[src/rtl/plic_agent_pkg.sv]
// Shared types and constants for the PLIC claim/complete agent.
package plic_agent_pkg;

  typedef enum logic [2:0] {
    IDLE,
    CLAIM_REQ,
    CLAIM_RSP,
    DISPATCH,
    WAIT_DONE,
    COMPL_REQ,
    COOLDOWN
  } state_e;

  localparam logic [31:0] ClaimOffset = 32'h0020_0004;

  // ID 0 means "nothing pending"; IDs beyond the source count cannot be real.
  function automatic logic is_spurious(input logic [31:0] id, input logic [31:0] num_src);
    return (id == 32'd0) || (id > num_src);
  endfunction

endpackage

[src/rtl/plic_agent_timer.sv]
// Loadable down-counter; expire is high while the count sits at zero.
module plic_agent_timer #(
  parameter int W = 11
) (
  input  logic         clk_i,
  input  logic         rst_i,
  input  logic         load,
  input  logic [W-1:0] load_val,
  input  logic         enable,
  output logic         expire
);

  logic [W-1:0] count_reg;

  always_ff @(posedge clk_i) begin
    if (rst_i) begin
      count_reg <= '0;
    end else if (load) begin
      count_reg <= load_val;
    end else if (enable && (count_reg != '0)) begin
      count_reg <= count_reg - 1'b1;
    end
  end

  assign expire = (count_reg == '0);

endmodule

[src/rtl/plic_claim_agent.sv]
// Hardware PLIC claim agent: claims an interrupt, dispatches it to a handler,
// waits for done (or a timeout) and writes the completion back.
module plic_claim_agent
  import plic_agent_pkg::*;
#(
  parameter int          NumSrc      = 32,
  parameter int          IdW         = $clog2(NumSrc) + 1,
  parameter logic [31:0] BaseAddr    = 32'h0,
  parameter int          CooldownCyc = 3,
  parameter int          TimeoutCyc  = 1024
) (
  input  logic           clk_i,
  input  logic           rst_i,
  input  logic           enable_i,
  input  logic           irq_external_i,
  output logic           reg_en_o,
  output logic           reg_we_o,
  output logic [31:0]    reg_addr_o,
  output logic [31:0]    reg_wdata_o,
  input  logic [31:0]    reg_rdata_i,
  input  logic           reg_ready_i,
  output logic           evt_valid_o,
  output logic [IdW-1:0] evt_id_o,
  input  logic           evt_ready_i,
  input  logic           done_valid_i,
  input  logic [IdW-1:0] done_id_i,
  output logic           busy_o,
  output logic           timeout_o,
  output logic           mismatch_o,
  output logic [15:0]    spurious_cnt_o,
  input  logic           clr_err_i
);

  localparam int TmrMax = (TimeoutCyc > CooldownCyc) ? TimeoutCyc : CooldownCyc;
  localparam int TmrW   = $clog2(TmrMax + 1);

  state_e            state_reg, state_next;
  logic [IdW-1:0]    id_reg, id_next;
  logic [IdW-1:0]    rsp_id;
  logic              rdata_unused;

  logic              reg_en_reg, reg_we_reg, evt_valid_reg, busy_reg;
  logic [31:0]       reg_addr_reg, reg_wdata_reg;
  logic [IdW-1:0]    evt_id_reg;
  logic              timeout_reg, mismatch_reg, mismatch_next;
  logic [15:0]       spur_cnt_reg;

  logic              tmr_load, tmr_en, tmr_expire;
  logic [TmrW-1:0]   tmr_load_val;
  logic              spur_inc, timeout_set;
  logic              access_next;

  assign rsp_id       = reg_rdata_i[IdW-1:0];
  assign rdata_unused = ^reg_rdata_i[31:IdW];

  plic_agent_timer #(.W(TmrW)) u_timer (
    .clk_i    (clk_i),
    .rst_i    (rst_i),
    .load     (tmr_load),
    .load_val (tmr_load_val),
    .enable   (tmr_en),
    .expire   (tmr_expire)
  );

  always_comb begin
    state_next    = state_reg;
    id_next       = id_reg;
    tmr_load      = 1'b0;
    tmr_load_val  = '0;
    tmr_en        = 1'b0;
    spur_inc      = 1'b0;
    timeout_set   = 1'b0;
    mismatch_next = 1'b0;
    case (state_reg)
      IDLE: begin
        if (enable_i && irq_external_i) state_next = CLAIM_REQ;
      end
      CLAIM_REQ: begin
        if (reg_ready_i) state_next = CLAIM_RSP;
      end
      CLAIM_RSP: begin
        id_next = rsp_id;
        if (is_spurious(32'(rsp_id), 32'(NumSrc))) begin
          spur_inc     = 1'b1;
          state_next   = COOLDOWN;
          tmr_load     = 1'b1;
          tmr_load_val = TmrW'(CooldownCyc - 1);
        end else begin
          state_next = DISPATCH;
        end
      end
      DISPATCH: begin
        if (evt_ready_i) begin
          state_next   = WAIT_DONE;
          tmr_load     = 1'b1;
          tmr_load_val = TmrW'(TimeoutCyc - 1);
        end
      end
      WAIT_DONE: begin
        tmr_en = 1'b1;
        // A matching done beats a simultaneous timeout expiry.
        if (done_valid_i && (done_id_i == id_reg)) begin
          state_next = COMPL_REQ;
        end else begin
          mismatch_next = done_valid_i;
          if (tmr_expire) begin
            timeout_set = 1'b1;
            state_next  = COMPL_REQ;
          end
        end
      end
      COMPL_REQ: begin
        if (reg_ready_i) begin
          state_next   = COOLDOWN;
          tmr_load     = 1'b1;
          tmr_load_val = TmrW'(CooldownCyc - 1);
        end
      end
      COOLDOWN: begin
        tmr_en = 1'b1;
        if (tmr_expire) state_next = IDLE;
      end
      default: state_next = IDLE;
    endcase
  end

  assign access_next = (state_next == CLAIM_REQ) || (state_next == COMPL_REQ);

  // Outputs are decoded from the next state so they leave a flop directly.
  always_ff @(posedge clk_i) begin
    if (rst_i) begin
      state_reg     <= IDLE;
      id_reg        <= '0;
      reg_en_reg    <= 1'b0;
      reg_we_reg    <= 1'b0;
      reg_addr_reg  <= '0;
      reg_wdata_reg <= '0;
      evt_valid_reg <= 1'b0;
      evt_id_reg    <= '0;
      busy_reg      <= 1'b0;
      timeout_reg   <= 1'b0;
      mismatch_reg  <= 1'b0;
      spur_cnt_reg  <= '0;
    end else begin
      state_reg     <= state_next;
      id_reg        <= id_next;
      reg_en_reg    <= access_next;
      reg_we_reg    <= (state_next == COMPL_REQ);
      reg_addr_reg  <= access_next ? (BaseAddr + ClaimOffset) : 32'h0;
      reg_wdata_reg <= (state_next == COMPL_REQ) ? 32'(id_next) : 32'h0;
      evt_valid_reg <= (state_next == DISPATCH);
      evt_id_reg    <= (state_next == DISPATCH) ? id_next : '0;
      busy_reg      <= (state_next != IDLE);
      mismatch_reg  <= mismatch_next;
      if (clr_err_i) begin
        timeout_reg  <= 1'b0;
        spur_cnt_reg <= '0;
      end else begin
        if (timeout_set) timeout_reg <= 1'b1;
        if (spur_inc && (spur_cnt_reg != 16'hFFFF)) spur_cnt_reg <= spur_cnt_reg + 16'd1;
      end
    end
  end

  assign reg_en_o       = reg_en_reg;
  assign reg_we_o       = reg_we_reg;
  assign reg_addr_o     = reg_addr_reg;
  assign reg_wdata_o    = reg_wdata_reg;
  assign evt_valid_o    = evt_valid_reg;
  assign evt_id_o       = evt_id_reg;
  assign busy_o         = busy_reg;
  assign timeout_o      = timeout_reg;
  assign mismatch_o     = mismatch_reg;
  assign spurious_cnt_o = spur_cnt_reg;

endmodule
[config.mk]
export PLATFORM = sky130hd
export DESIGN_NAME = plic_claim_agent
export DESIGN_NICKNAME = d
export VERILOG_FILES = /design/src/rtl/plic_agent_pkg.sv /design/src/rtl/plic_agent_timer.sv /design/src/rtl/plic_claim_agent.sv
export SDC_FILE = /design/constraint.sdc
export NUM_CORES = 1
export LEC_CHECK = 0
export CORE_MARGIN = 8
export CORE_UTILIZATION = 60
export DETAILED_ROUTE_END_ITERATION = 8
export DONT_BUFFER_PORTS = 1
export PLACE_DENSITY = 0.76
export SLEW_MARGIN = 30
export SYNTH_ARGS = -nofsm -noshare
export SYNTH_HDL_FRONTEND = slang
export SYNTH_SLANG_ARGS = --single-unit
[constraint.sdc]
create_clock -name clk_i -period 5.8 [get_ports clk_i]
set_input_delay 1.16 -clock clk_i [delete_from_list [all_inputs] [get_ports clk_i]]
set_output_delay 1.16 -clock clk_i [all_outputs]
set_load 0.02 [all_outputs]
# Word-level counts from Yosys, hierarchy flattened
# Cells that the tools add are included.
dict set report word_totals {
  reg_bits 112
  input_bits 46
  out_inout_bits 92
  elab_cells 74
}
dict set report op_classes {
  addsub 2
  n_lt_le_gt_ge 1
  n_eq_ne 11
  n_mux 26
  n_bitwise 3
  reduce_logical 17
}
# op n
set ops {}
lappend ops {{one-hot mux 10 bit (3 select lines)} 1}
lappend ops {{2-to-1 mux 3 bit} 8}
lappend ops {{2-to-1 mux 11 bit} 2}
lappend ops {{2-to-1 mux 22 bit} 1}
lappend ops {{one-hot mux 3 bit (7 select lines)} 1}
lappend ops {{adder 16 x 1 -> 16 bit, second input constant} 1}
lappend ops {{!= test 16 bit, second input constant} 1}
lappend ops {{equality test 3 bit, second input constant} 4}
lappend ops {{zero test 11 bit} 1}
lappend ops {{nonzero test 11 bit} 1}
lappend ops {{subtractor 11 x 1 -> 11 bit, second input constant} 1}
lappend ops {{2-to-1 mux 10 bit} 1}
lappend ops {{equality test 3 x 2 -> 1 bit, second input constant} 3}
lappend ops {{2-to-1 mux 1 bit} 8}
lappend ops {{OR reduction 2 bit} 4}
lappend ops {{equality test 3 x 1 -> 1 bit, second input constant} 2}
lappend ops {{equality test 6 bit} 1}
lappend ops {{greater-than comparator 6 bit, second input constant} 1}
lappend ops {{zero test 6 bit} 1}
lappend ops {{2-to-1 mux 6 bit} 1}
lappend ops {{logical AND 1 bit} 4}
lappend ops {{2-to-1 mux 2 bit} 2}
lappend ops {{zero test 3 bit} 1}
lappend ops {{NOT 1 bit} 3}
lappend ops {{5 further kinds} 6}

# Depth between registers and ports, before layout
dict set report logic_depth {
  depth_word 7
  depth_mapped 7
  depth_no_buf 7
}

# Modules after synthesis
# A second synthesis with hierarchy kept.
dict set report hier_totals {
  cells_unflattened 348
  area_unflattened_um2 3015.4
}
# mod instances cells_each area_each_um2 seq_area_each_um2
set modules_own_cells {}
lappend modules_own_cells {plic_claim_agent 1 271 2341.0 860.8}
lappend modules_own_cells {plic_agent_timer 1 77 674.4 220.2}

# Least setup slack after synthesis
# Ideal clock, no wire load.
dict set report synth_path {
  kind {input to register}
  startpoint {input port reg_rdata_i[0]}
  endpoint {register spur_cnt_reg[7] (netlist: spurious_cnt_o[7])}
  setup_time_ns 0.070
  arrival_ns 2.789
  required_ns 5.730
  setup_slack_ns 2.940
  cell_stages 5
  n_path_buf 0
  path_cell_list {or4_4 nand4bb_4 a21bo_1 or4_1 a21oi_1}
}
dict set report synth_between {
  elab_chain_len 5
  elab_cells_between_ends 6
  classes_between {order compare: 1; mux: 2; reduce/logical: 3}
}
# item line
set synth_rtl {}
lappend synth_rtl {{start, declared} plic_claim_agent.sv:20} ;# input logic [31:0] reg_rdata_i,
lappend synth_rtl {{greater-than comparator 6 bit / zero test 6 bit (equally long branches)} plic_agent_pkg.sv:18} ;# return (id == 32'd0) || (id > num_src);
lappend synth_rtl {{logical OR 1 bit *} plic_agent_pkg.sv:18}
lappend synth_rtl {{2-to-1 mux 1 bit *} plic_claim_agent.sv:83} ;# if (is_spurious(32'(rsp_id), 32'(NumSrc))) begin
lappend synth_rtl {{2-to-1 mux 1 bit *} plic_claim_agent.sv:74} ;# case (state_reg)
lappend synth_rtl {{logical AND 1 bit *} plic_claim_agent.sv:160} ;# if (spur_inc && (spur_cnt_reg != 16'hFFFF)) spur_cnt_reg <= spur_cnt_reg + 16'd1;
lappend synth_rtl {{end signal, assigned} plic_claim_agent.sv:160}
lappend synth_rtl {{end, declared} plic_claim_agent.sv:46} ;# logic [15:0] spur_cnt_reg;
# Mark *: on every way between the ends. The rest lies on a longest branch, timed or not.
# A chain may end at the register's enable or synchronous reset.

# Worst setup path in the final report
dict set report layout_path {
  startpoint {input port reg_rdata_i[0]}
  endpoint {register u_timer.count_reg[6]}
}
dict set report layout_between {
  elab_chain_len 5
  elab_cells_between_ends 7
  classes_between {order compare: 1; mux: 3; reduce/logical: 3}
}
# item line
set layout_rtl {}
lappend layout_rtl {{greater-than comparator 6 bit / zero test 6 bit (equally long branches)} plic_agent_pkg.sv:18}
lappend layout_rtl {{logical OR 1 bit *} plic_agent_pkg.sv:18}
lappend layout_rtl {{2-to-1 mux 1 bit *} plic_claim_agent.sv:83}
lappend layout_rtl {{one-hot mux 1 bit (3 select lines) *} plic_claim_agent.sv:74}
lappend layout_rtl {{2-to-1 mux 11 bit / nonzero test 2 bit (equally long branches)} n/a}
lappend layout_rtl {{end signal, assigned} plic_agent_timer.sv:19} ;# count_reg <= load_val;
lappend layout_rtl {{end signal, assigned} plic_agent_timer.sv:21} ;# count_reg <= count_reg - 1'b1;
lappend layout_rtl {{end, declared} plic_agent_timer.sv:13} ;# logic [W-1:0] count_reg;
# Marks and branches as above.

==> Flow_metrics.wiki <==
{| class="wikitable"
! Metric !! Value
|-
| Global-route wire length before repair || 10920 µm
|-
| Fraction of final layout cells sized beyond drive strength 1 || 5.866%
|-
| Post-CTS clock slew at the launch and capture registers of the worst setup and hold paths || 100 ps
|-
| Setup repair after global routing missed its margin || no
|-
| Synthesis Warnings || 0
|-
| Worst slew pin tran || 932.1 ps
|-
| Synth Cell Area || 0.003009 mm²
|-
| Lkg Pwr || 0.001172 µW
|-
| Die Ht || 86.82 µm
|-
| Most common flop cell mapped by yosys || dfxtp_1
|-
| Core outline area || 0.004786 mm²
|-
| Period minus WS final || 2994 ps
|-
| Crit path largest cell delay || 570 ps
|-
| CTS Sinks || 54
|-
| Most common cell after layout, fill and taps aside || conb_1
|-
| Critical path buffers and inverters || 1
|-
| Post-detailed-routing wire length || 6787 µm
|-
| Synthesized area divided by synthesized cell count || 8.313 µm²
|-
| Maximum number of buffers from clock root to sink || 2
|-
| Status || finished, final reports clean
|-
| Die Outline Area || 0.007538 mm²
|-
| Number of cells on the worst reg-to-reg path || 6
|-
| Flop and latch count out of synthesis || 54
|-
| Placed cells || 417
|-
| Type of the tightest min-delay check || register to register
|-
| Final Cycle Share || 51.63%
|-
| Crit Path Category || input port to register
|-
| Depth of the worst hold-timing path || 2
|-
| Max reg flops || 16
|-
| Width of the chip || 86.82 µm
|-
| Share of flip-flops with an asynchronous set or reset after synthesis || 0%
|-
| Part of the Yosys area used for sequential elements || 35.93%
|-
| Worst EP arrival || 3160 ps
|-
| Largest vdd supply drop || 0.0002540 V
|-
| Number of enable flip-flop cells after synthesis || 0
|-
| Final hold vios || 0
|-
| Data required, critical path || 5960 ps
|-
| Final total power || 1350 µW
|-
| Post-CTS setup repair buffer count || 0
|-
| Cell-by-cell listing of the critical path || or4_4 > and3_1 > o31ai_1 > buf_4 > nor2b_1 > a221oi_1
|-
| Number of gates resized after cts || 0
|-
| Initial cell density of the core || 62.88%
|-
| Critical path endpoint category || register
|-
| Via count of the first global-routing pass || 2262
|-
| Drt pass-1 iters || 4
|-
| Area Growth Syn to Fin || -1.871%
|-
| Clock latency at the later pin of the worst-skew pair || 310 ps
|-
| Dpl ws || 2487 ps
|-
| Most used cells in the layout excluding fill and tap cells || conb_1 (56), dfxtp_1 (54), nor2_1 (31), nand2_1 (30), a21oi_1 (19)
|-
| H-Tree Depth || 2
|-
| Maximum number of pins on one net before global-route repair || 25
|-
| NumNets Final || 405
|-
| Crit path depth || 6
|-
| Slew Limit Fails || 0
|-
| Endpoints failing setup || 0
|-
| Iteration-0 DRC count of the detailed router || 134
|-
| Initial antenna violation count || 0
|-
| Number of antenna-violating nets in the routed design || 0
|-
| Average detailed-routed wire length per instance || 15.97 µm
|-
| Slowest stage cell, crit path || nor2b_1
|-
| Number of input and output port buffers inserted || 0
|-
| Final weighted congestion of routability-driven global placement || 0.8320
|-
| Largest delay contributor family on the critical path || simple AND/OR/NAND/NOR gates
|-
| Nature of the critical path startpoint || input port
|-
| Unique masters post-synth || 52
|-
| CTS tree || done
|-
| Number of top-level pins || 138
|-
| Via total after detailed routing || 2401
|-
| Number of standard cells after synthesis || 362
|-
| Clk root buf || clkbuf_8
|-
| HPWL Detailed || 5186 µm
|-
| Number of buffers inserted by hold repair at cts || 0
|-
| Power Density || 457.1 mW/mm²
|-
| Antenna diode count || 0
|-
| Num CTS Buffers || 5
|-
| Achievable clock frequency || 334.0 MHz
|-
| Tot GR Track Use || 17.85%
|-
| Leftover overflow at the end of global routing || 0
|-
| Final Core Density || 61.70%
|-
| Filler instances || 455
|-
| DRC violations left || 0
|-
| Number of vias per cell after detailed routing || 5.649
|-
| Sum Neg Setup Slack || 0 ps
|-
| Std-Cell Rows || 25
|-
| Worst Setup Slack, final || 2806 ps
|-
| Number of violations of the max-capacitance limit || 0
|-
| Largest fanout on the critical path || 12
|-
| Relative slew margins || 37.29%
|-
| Final clock skew || 10.26 ps
|-
| Number of standard cells in the final layout excluding fillers || 425
|}
==> stage by stage <==
stage	cell area, µm²	hold slack [ps]
finish	2953	498.3
global route	2953	506.8
CTS	2953	492.7
detailed placement	2836	478.2
global placement	2836	465.7
floorplan	3216	453.0
==> metal layers <==
layer	wire, µm	GRT usage (%)	vias up
met2	3145	29.42	112
met1	2593	18.94	1109
met3	921	9.168	11
li1	-	-	1169
met4	127	6.729	0
met5	0	0	-
==> kinds of logic (layout without fill, tap and decap cells) <==
group | after synthesis | after routing | share of synthesized area, %
AND/OR/NAND/NOR | 128 | 128 | 22.37
buffers and inverters | 85 | 26 | 18.00
AO/OA/AOI/OAI | 76 | 76 | 17.67
flip-flops | 54 | 54 | 35.93
multiplexers | 10 | 10 | 3.327
XOR/XNOR | 6 | 6 | 1.747
adder cells (fa/ha/maj) | 2 | 2 | 0.8315
other | 1 | 56 | 0.1246
==> tightest hold or removal path, stage by stage, from the launching register on <==
cell and delay (ps):
dfxtp_1 350, inv_1 60, a211oi_1 50
==> synthesized netlist by cell type, types with 2 or more instances <==
cell / instances / area (µm²)
buf_4: 58 / 435.4
dfxtp_1: 54 / 1081
nor2_1: 31 / 116.4
nand2_1: 30 / 112.6
a21oi_1: 19 / 95.09
inv_1: 15 / 56.30
a211oi_1: 13 / 97.59
nand3_1: 13 / 65.06
mux2i_1: 10 / 100.1
o21ai_0: 10 / 50.05
clkbuf_1: 7 / 26.28
nand4_1: 6 / 37.54
nor2b_1: 6 / 37.54
nor3_1: 6 / 30.03
or3_1: 6 / 37.54
nor4_1: 5 / 31.28
o211ai_1: 5 / 37.54
or4_1: 5 / 37.54
a31oi_1: 4 / 25.02
and3_1: 4 / 25.02
buf_2: 4 / 20.02
a221oi_1: 3 / 26.28
a31o_2: 3 / 26.28
nand2b_1: 3 / 18.77
nor3b_1: 3 / 22.52
or2_2: 3 / 18.77
xnor2_1: 3 / 26.28
xor2_1: 3 / 26.28
a21o_1: 2 / 15.01
a311oi_1: 2 / 17.52
a41o_1: 2 / 20.02
and4b_1: 2 / 20.02
ha_1: 2 / 25.02
o31ai_1: 2 / 15.01
==> report_power, final <==
| part | total (µW) | internal [µW] | switching (µW) |
|---|---|---|---|
| registers | 512 | 428 | 83.9 |
| logic | 580 | 234 | 346 |
| clock network | 258 | 131 | 127 |
==> final timing paths <==
check / startpoint / end / slack (ps)
worst min register to register: u_timer.count_reg[8] / u_timer.count_reg[8] / 500
worst max register to register: u_timer.count_reg[0] / u_timer.count_reg[6] / 3360
worst max-delay path: reg_rdata_i[0] / u_timer.count_reg[6] / 2810
worst min-delay path: u_timer.count_reg[8] / u_timer.count_reg[8] / 500
==> cell type report <==
type,count,area (µm²),area share [%]
inverter,15,56.30,1.907
timing repair buffer,3,22.52,0.7627
multi-input combinational,278,1593,53.94
sequential,54,1081,36.61
clock buffer,5,68.82,2.331
clock inverter,3,47.55,1.610
tap,67,83.83,2.839
No activity file was read; power rests on OpenSTA's default activity.
